==> src/rtl/fifo_flush_pkg.sv <==
// Shared types and width helpers for the flush-packing FIFO.
package fifo_flush_pkg;

  typedef enum logic [0:0] {
    IDLE    = 1'b0,
    PRESENT = 1'b1
  } state_t;

  function automatic int cnt_w(input int depth);
    return $clog2(depth + 32'sd1);
  endfunction

  function automatic int min_u(input int a, input int b);
    return (a < b) ? a : b;
  endfunction

endpackage

==> src/rtl/fifo_pack_lane_sel.sv <==
// One output lane of the packed word: the entry lane_idx places past rd_ptr, or PAD
// when the lane lies beyond the snapshot length n.
module fifo_pack_lane_sel
  import fifo_flush_pkg::*;
#(
  parameter int                DATA_W = 4,
  parameter int                PACK   = 8,
  parameter int                DEPTH  = 32,
  parameter logic [DATA_W-1:0] PAD    = 4'hC
) (
  input  logic [DEPTH*DATA_W-1:0]  mem_flat,
  input  logic [$clog2(DEPTH)-1:0] rd_ptr,
  input  logic [cnt_w(PACK)-1:0]   lane_idx,
  input  logic [cnt_w(PACK)-1:0]   n,
  output logic [DATA_W-1:0]        lane_data
);

  localparam int AW = $clog2(DEPTH);

  logic [AW-1:0] addr_s;

  // Address wraps naturally because DEPTH is a power of two
  always_comb begin
    addr_s = rd_ptr + AW'(lane_idx);
    if (lane_idx < n) begin
      lane_data = mem_flat[addr_s*DATA_W +: DATA_W];
    end else begin
      lane_data = PAD;
    end
  end

endmodule

==> src/rtl/fifo_flush_pack.sv <==
// Single-clock FIFO that packs up to PACK oldest entries into one wide word on flush.
// Optional build macro FIFO_FLUSH_AUTO_EN: flush automatically whenever PACK entries are held.
module fifo_flush_pack
  import fifo_flush_pkg::*;
#(
  parameter int                DATA_W = 4,
  parameter int                PACK   = 8,
  parameter int                DEPTH  = 32,
  parameter logic [DATA_W-1:0] PAD    = 4'hC
) (
  input  logic                      clock,
  input  logic                      reset,
  input  logic                      fifo_wr_valid_i,
  input  logic [DATA_W-1:0]         fifo_wr_data_i,
  input  logic                      fifo_flush_i,
  output logic                      fifo_flush_rdy_o,
  output logic                      fifo_rd_valid_o,
  input  logic                      fifo_rd_ready_i,
  output logic [PACK*DATA_W-1:0]    fifo_rd_data_o,
  output logic [cnt_w(PACK)-1:0]    fifo_rd_count_o,
  output logic [cnt_w(DEPTH)-1:0]   fifo_count_o,
  output logic                      fifo_empty_o,
  output logic                      fifo_full_o,
  output logic                      fifo_ovf_o
);

  localparam int AW     = $clog2(DEPTH);
  localparam int CNT_W  = cnt_w(DEPTH);
  localparam int RCNT_W = cnt_w(PACK);

  logic [DATA_W-1:0]       mem_r [DEPTH];
  logic [DEPTH*DATA_W-1:0] mem_flat_s;
  logic [AW-1:0]           wr_ptr_r, rd_ptr_r;
  logic [CNT_W-1:0]        count_r;
  logic [PACK*DATA_W-1:0]  rd_data_r, lanes_s;
  logic [RCNT_W-1:0]       rd_count_r, n_s, n_pop_s;
  logic                    rd_valid_r, ovf_r;
  logic                    full_s, wr_acc_s, auto_s, flush_req_s, pop_s;
  state_t                  state_r, state_nxt_s;

  assign full_s   = (count_r == CNT_W'(DEPTH));
  assign wr_acc_s = fifo_wr_valid_i & ~full_s;
  assign n_s      = RCNT_W'(min_u(PACK, int'(count_r)));
  assign n_pop_s  = pop_s ? n_s : {RCNT_W{1'b0}};

`ifdef FIFO_FLUSH_AUTO_EN
  assign auto_s = (count_r >= CNT_W'(PACK));
`else
  assign auto_s = 1'b0;
`endif

  assign flush_req_s = fifo_flush_i | auto_s;

  for (genvar g = 0; g < DEPTH; g++) begin : g_flat
    assign mem_flat_s[g*DATA_W +: DATA_W] = mem_r[g];
  end

  for (genvar l = 0; l < PACK; l++) begin : g_lane
    fifo_pack_lane_sel #(
      .DATA_W(DATA_W), .PACK(PACK), .DEPTH(DEPTH), .PAD(PAD)
    ) u_lane (
      .mem_flat  (mem_flat_s),
      .rd_ptr    (rd_ptr_r),
      .lane_idx  (RCNT_W'(l)),
      .n         (n_s),
      .lane_data (lanes_s[l*DATA_W +: DATA_W])
    );
  end

  // Storage array: deliberately not cleared by reset
  always_ff @(posedge clock) begin
    if (wr_acc_s) begin
      mem_r[wr_ptr_r] <= fifo_wr_data_i;
    end
  end

  // FSM state register
  always_ff @(posedge clock) begin
    if (reset) begin
      state_r <= IDLE;
    end else begin
      state_r <= state_nxt_s;
    end
  end

  // FSM next state; a flush raised while PRESENT is dropped, not queued
  always_comb begin
    state_nxt_s = state_r;
    pop_s       = 1'b0;
    case (state_r)
      IDLE: begin
        if (flush_req_s) begin
          state_nxt_s = PRESENT;
          pop_s       = 1'b1;
        end else begin
          state_nxt_s = IDLE;
        end
      end
      PRESENT: begin
        if (fifo_rd_ready_i) begin
          state_nxt_s = IDLE;
        end else begin
          state_nxt_s = PRESENT;
        end
      end
      default: begin
        state_nxt_s = IDLE;
      end
    endcase
  end

  // Pointers, occupancy, sticky overflow and the held output word
  always_ff @(posedge clock) begin
    if (reset) begin
      wr_ptr_r   <= {AW{1'b0}};
      rd_ptr_r   <= {AW{1'b0}};
      count_r    <= {CNT_W{1'b0}};
      rd_data_r  <= {(PACK*DATA_W){1'b0}};
      rd_count_r <= {RCNT_W{1'b0}};
      rd_valid_r <= 1'b0;
      ovf_r      <= 1'b0;
    end else begin
      if (wr_acc_s) begin
        wr_ptr_r <= wr_ptr_r + AW'(1);
      end
      if (fifo_wr_valid_i && full_s) begin
        ovf_r <= 1'b1;
      end
      // full is judged on the pre-pop count, so a pop never frees room this cycle
      count_r <= count_r - CNT_W'(n_pop_s) + CNT_W'(wr_acc_s);
      if (pop_s) begin
        rd_ptr_r   <= rd_ptr_r + AW'(n_s);
        rd_data_r  <= lanes_s;
        rd_count_r <= n_s;
        rd_valid_r <= 1'b1;
      end else if ((state_r == PRESENT) && fifo_rd_ready_i) begin
        rd_valid_r <= 1'b0;
      end
    end
  end

  assign fifo_flush_rdy_o = (state_r == IDLE);
  assign fifo_rd_valid_o  = rd_valid_r;
  assign fifo_rd_data_o   = rd_data_r;
  assign fifo_rd_count_o  = rd_count_r;
  assign fifo_count_o     = count_r;
  assign fifo_empty_o     = (count_r == {CNT_W{1'b0}});
  assign fifo_full_o      = full_s;
  assign fifo_ovf_o       = ovf_r;

endmodule

==> config.mk <==
export PLATFORM = sky130hd
export DESIGN_NAME = fifo_flush_pack
export DESIGN_NICKNAME = d
export VERILOG_FILES = /design/src/rtl/fifo_flush_pkg.sv /design/src/rtl/fifo_pack_lane_sel.sv /design/src/rtl/fifo_flush_pack.sv
export SDC_FILE = /design/constraint.sdc
export NUM_CORES = 1
export LEC_CHECK = 0
export CAP_MARGIN = 5
export CORE_MARGIN = 1
export CORE_UTILIZATION = 25
export CTS_CLUSTER_SIZE = 30
export DETAILED_ROUTE_END_ITERATION = 8
export GPL_TIMING_DRIVEN = 0
export PLACE_DENSITY = 0.4
export SETUP_SLACK_MARGIN = 0.2
export SLEW_MARGIN = 25
export SYNTH_ARGS = -nofsm -noshare
export SYNTH_HDL_FRONTEND = slang
export SYNTH_SLANG_ARGS = --single-unit
==> constraint.sdc <==
create_clock -name clock -period 5.2 [get_ports clock]
set_clock_uncertainty 0.1 [all_clocks]
set_input_delay 0.78 -clock clock [delete_from_list [all_inputs] [get_ports clock]]
set_output_delay 0.78 -clock clock [all_outputs]
set_load 0.01 [all_outputs]
==> impl_metrics.toml <==
[outcome]
status = "complete, no violations"

[synthesis]
synth_top_cell_area_share_pct = 32.49
synth.most_common_cell = "mux4_2"
async_flop_share_pct = 0
ys_seq_elements = 183
synth-edff-count = 128
ys.flop_type = "edfxtp_1"
synth.distinct_cells = 52
synthTopCellsByCount = "mux4_2, edfxtp_1, nor2_1"
ys_seq_area_share_pct = 39.41
synthesis.instances = 886
synth_area_leaders = "mux4_2, edfxtp_1, dfxtp_1, mux2i_1, ha_1"
yosysWarnings = 0
synth_fp_nets = 925
yosys.area.top_type = "mux4_2"
netlist_area_um2 = 12550
syn_area_per_cell_um2 = 14.16

[timing]
max_freq_mhz = 211.8
worst_slew_pin_slew_ns = 0.9915
fin_crit_ns = 4.722
relSlewSlack_pct = 33.42
finalSetupViolCount = 0
whs_ns = 0.3513
drv_slew = 0
worst_slack_ns = 0.4780
finalHoldViolCount = 0
rsz0062_at_grt = "no"
finalCritPeriodShare_pct = 90.81

[detailed_routing]
drtAntennaViolNets = 0
drc = 0
dr_total_vias = 9017
wl_um = 49260
via_per_inst = 5.505
drtPass1Iterations = 5
drtIter0Drc = 866
post_drt_wl_per_cell_um = 30.07

[floorplan]
boundaryPins = 56
die-area_um2 = 51090
core_um2 = 49250
start_util_pct = 25.47
rows = 81
fp.dieH_um = 226.0
die_w_um = 226.0

[setup_path]
worstSetupStartpointType = "register"
crit_required_ns = 5.43
cp.arrival_ns = 4.95
critPathKind = "register to register"
cp_max_fo = 10
end_kind = "register"

[cts]
cts_buffers = 17
clkLatencyLatePin_ns = 0.47
cts_sinks = 183
cts_tree = "done"
htreeDepth = 4
ctsLongestPathBuffers = 2
cts-root-buf = "clkbuf_16"
cts.reportedPaths.clkPinSlew_ns = 0.08

[final_layout]
finalNetCount = 1000
final_core_util_pct = 29.65
area_delta_synth_final_pct = 16.40
antenna_cells = 0
fill_cells = 4976
drive_above_1_share_pct = 28.75

[power_and_ir_drop]
pwr_density_cell_nw_per_um2 = 377.9
p_leak_nw = 4.690
ir_drop_mv = 0.1976
p_total_w = 0.005520

[grt]
antenna_found_initial = 1
grt_pass1_wl_um = 70160
grt_overflow = 0
grt_pass1_vias = 9006
track_usage_pct = 19.84
grt_max_degree = 33

[placement]
dp_slack_ns = 0.03108
routabilityCongestion = 0.9457
hpwl_um = 38070
port_buffers = 55

[hold_path]
hold_class = "register to register"

[job]
drv_cap = 0
[cell usage in the layout, fill, tap and decap left out, types with 8 or more instances in the layout]
cell and n:
inv_1 19, nor3_1 8, dfxtp_1 55, buf_6 9, a21oi_1 23, nor2b_1 8
clkbuf_16 17, nand2_1 63, a211oi_1 20, clkdlybuf4s50_1 51, mux2i_1 56, clkbuf_1 19
buf_4 12, o211ai_1 8, buf_2 20, mux4_1 8, o21ai_0 18, ha_1 28
xnor2_1 10, nand3_1 10, edfxtp_1 128, nor2_1 90, mux4_2 181
[layer usage]
metal / up-vias / global-route usage [%] / share of wire, %
li1: 3750 / - / -
met1: 4749 / 25.44 / 42
met2: 456 / 32.35 / 48
met3: 60 / 5.035 / 7.7
met4: 2 / 6.975 / 3.0
met5: - / 0 / 0.026
[cell families (layout without fill, tap and decap cells)]
family | count (synthesis) | after routing | synth area share, %
simple gates | 211 | 211 | 7.389
fa+ha+maj | 30 | 30 | 3.111
mux | 253 | 253 | 39.46
compound gates | 95 | 95 | 4.966
xor+xnor | 27 | 27 | 2.064
buf+inv | 87 | 175 | 3.600
flops | 183 | 183 | 39.41
[path summary, 6_finish.rpt]
path	from	cells after the start	slack, ns	end
worst min register to register	fifo_rd_data_o[17]$_SDFFE_PP0N_	2	0.35	fifo_rd_data_o[17]$_SDFFE_PP0N_
worst max-delay path	rd_ptr_r[1]$_SDFFE_PP0N_	13	0.48	fifo_rd_data_o[22]$_SDFFE_PP0N_
worst max register to register	rd_ptr_r[1]$_SDFFE_PP0N_	13	0.48	fifo_rd_data_o[22]$_SDFFE_PP0N_
worst min-delay path	fifo_rd_data_o[17]$_SDFFE_PP0N_	2	0.35	fifo_rd_data_o[17]$_SDFFE_PP0N_
[registers in the layout (all words and copies together) (netlist names), 4 cells and up]
| register | cells |
|---|---|
| fifo_rd_data_o | 32 |
| fifo_count_o | 6 |
| mem_r | 128 |
| fifo_rd_count_o | 4 |
| wr_ptr_r | 5 |
| rd_ptr_r | 5 |
[final cells by class]
cell class                      instances  area [um2]  share of cell area (%)
Multi-Input combinational cell        616        7203                   49.32
Sequential cell                       183        4945                   33.86
Tap cell                              664       830.8                   5.688
Timing Repair Buffer                   56       541.8                   3.709
Clock buffer                           17       425.4                   2.913
Buffer                                 66       396.6                   2.716
Clock inverter                         15       183.9                   1.259
Inverter                               21       78.83                  0.5397
[metrics by stage]
step | TNS [ns] | area, um2 | instances
after floorplan | 0 | 12550 | 886
after global placement | -0.03910 | 13930 | 1605
after detailed placement | 0 | 13970 | 1606
after CTS | 0 | 14590 | 1638
after global routing | 0 | 14610 | 1638
final | 0 | 14610 | 1638
[repair_timing]
| item | 4_1_cts | 5_1_grt |
|---|---|---|
| gates resized for setup | 3 | 8 |
| endpoints found under the setup margin | 8 | 17 |
| setup buffers | 0 | 0 |
| hold buffers | 0 | 0 |
| endpoints found under the hold margin | 0 | 0 |
[worst max-delay path: stages, from the launching register on]
cell	delay, ns
dfxtp_1	0.54
buf_4	0.31
buf_4	0.29
buf_4	0.28
buf_2	0.33
inv_1	0.18
ha_1	0.33
buf_2	0.23
clkbuf_4	0.34
clkbuf_2	0.34
mux4_2	0.42
mux4_1	0.51
mux2i_1	0.22
a211oi_1	0.10
[power by group]
group          internal, W  switching, W
logic              0.00108       0.00130
clock network     0.000731      0.000671
registers          0.00165     0.0000908
Power figures use the tool's default switching activity.
==> patch (same settings) <==
`DATA_W` is set to 4 in 2 places; all go to 5.
--- a/src/rtl/fifo_pack_lane_sel.sv
+++ b/src/rtl/fifo_pack_lane_sel.sv
@@ -4,5 +4,5 @@
   import fifo_flush_pkg::*;
 #(
-  parameter int                DATA_W = 4,
+  parameter int                DATA_W = 5,
   parameter int                PACK   = 8,
   parameter int                DEPTH  = 32,
--- a/src/rtl/fifo_flush_pack.sv
+++ b/src/rtl/fifo_flush_pack.sv
@@ -4,5 +4,5 @@
   import fifo_flush_pkg::*;
 #(
-  parameter int                DATA_W = 4,
+  parameter int                DATA_W = 5,
   parameter int                PACK   = 8,
   parameter int                DEPTH  = 32,
Ports: changed (resized fifo_rd_data_o and fifo_wr_data_i); port bits go from 56 to 65. No check against the original RTL was run, so the function may have changed too.
==> patch against the original RTL <==
- sequential share of layout area up 0.80 points
- routed wire length up 22%
- total power up 29%
- worst setup slack worse by 69 ps
- sequential cell count increased by 40
- die area up 18%
- area after synthesis up 18%
- final cell count up 21%
- clock power increased by 64%
- final area rose by 20%
- combinational power up 13%
- utilization rose by 0.51 points
- count of clock-buffer cells in the layout is 12 higher
- critical path type unchanged
==> patch: results (changes against the original RTL) <==
metric,value,unit,change
yosysSeqAreaShare,41.1,%,+1.6 points
worstPathArrival,5120,ps,+170 ps
drive_above_1_share,23.2,%,-5.6 points
peakVddDrop,0.000232,V,+18%
worstMarginPinSlew,1010,ps,+18.4 ps
nFillCells,5764,,+16%
dpl-instance-area,16400,sq um,+17%
routabilityCongestion,0.956,,+1.1%
fin_nets,1240,,+24%
cts_buffers,28,,+11
ys_top_cells_by_area,"edfxtp_1 33%, mux4_2 25%, dfxtp_1 8.5%",,
synthTopCellsByCount,"163 x mux4_2, 160 x edfxtp_1, 128 x nand2_1",,
synth_cell_type_count,50,,-3.8%
status,"finished, final reports clean",,
h-tree-depth,1,,-3
ff_latch_area,6070,sq um,+23%
syn_avg_cell_area,13.4,sq um,-5.6%
largest_register_ffs,160,,+25%
clk_pin_slew,60,ps,-20 ps
crit_path_max_incr_delay,480,ps,-60 ps
rows,88,,+8.6%
num_vias,11000,,+22%
dp.cells,1935,,+20%
power_leakage,5.72,nW,+22%
rr_startpoint,rd_ptr_r[1],,
grt_first_pass_wirelength,84200,um,+20%
async_reset_ff_share,0,%,unchanged
dp_hpwl,47900,um,+26%
wl,60200,um,+22%
grt_usage,19.9,%,+0.055 points
dp_slack,17.9,ps,-13.2 ps
hp-start,fifo_rd_data_o[34],,
wl_per_cell,30.3,um,+0.75%
synth_edf_count,160,,+25%
## patch: changes by cell type after synthesis, moves of 17 or more
cell      before  now
a211oi_1      20    2
edfxtp_1     128  160
a22oi_1        0   19
nand2_1       63  128
mux2i_1       56   73
mux4_2       181  163
## patch: kinds of logic after synthesis
kind of cell	synth area share (%)
buf+inv	4.36
fa+ha+maj	2.64
mux	34.1
simple gates	9.49
xor+xnor	2.13
compound gates	6.27
flops	41.1
## patch: timing repair
item / 4_1_cts / 5_1_grt
cloned: 0 / 0
gates resized for setup: 6 / 4
setup endpoints to repair: 11 / 6
## patch: cell type report
type / instances / share of cell area, %
clock inverter: 23 / 2.10
sequential: 223 / 34.7
clock buffer: 29 / 4.15
timing repair buffer: 65 / 3.67
multi-input combinational: 778 / 46.2
inverter: 20 / 0.429
tap: 765 / 5.47
buffer: 84 / 3.35
## patch: per-layer routing
layer / GRT usage [%] / routed length [um]
met3: 3.82 / 4600
met5: 0 / 0
met1: 26.3 / 25200
met2: 33.4 / 29100
met4: 4.76 / 1250
## patch: worst register-to-register path, stage by stage (launching register included)
cell	delay (ps)
dfxtp_1	480
buf_6	260
buf_4	330
buf_4	310
buf_6	220
clkbuf_4	280
inv_1	200
ha_1	350
buf_6	190
buf_4	290
buf_4	290
buf_4	300
mux4_2	450
mux2i_1	180
nand3_1	90
a41oi_1	260
nor3_1	90
## patch: final timing paths
path | endpoint | slack (ps) | cells after the start
max | fifo_rd_data_o[37] | 410 | 16
min | fifo_rd_data_o[34] | 340 | 2
min reg2reg | fifo_rd_data_o[34] | 340 | 2
max reg2reg | fifo_rd_data_o[37] | 410 | 16
## patch: power by group
part           leakage [nW]  internal (mW)  switching, mW
registers              1.96           2.02         0.0967
logic                  3.24           1.12           1.56
clock network         0.523           1.46          0.835
total                  5.72           4.61           2.49
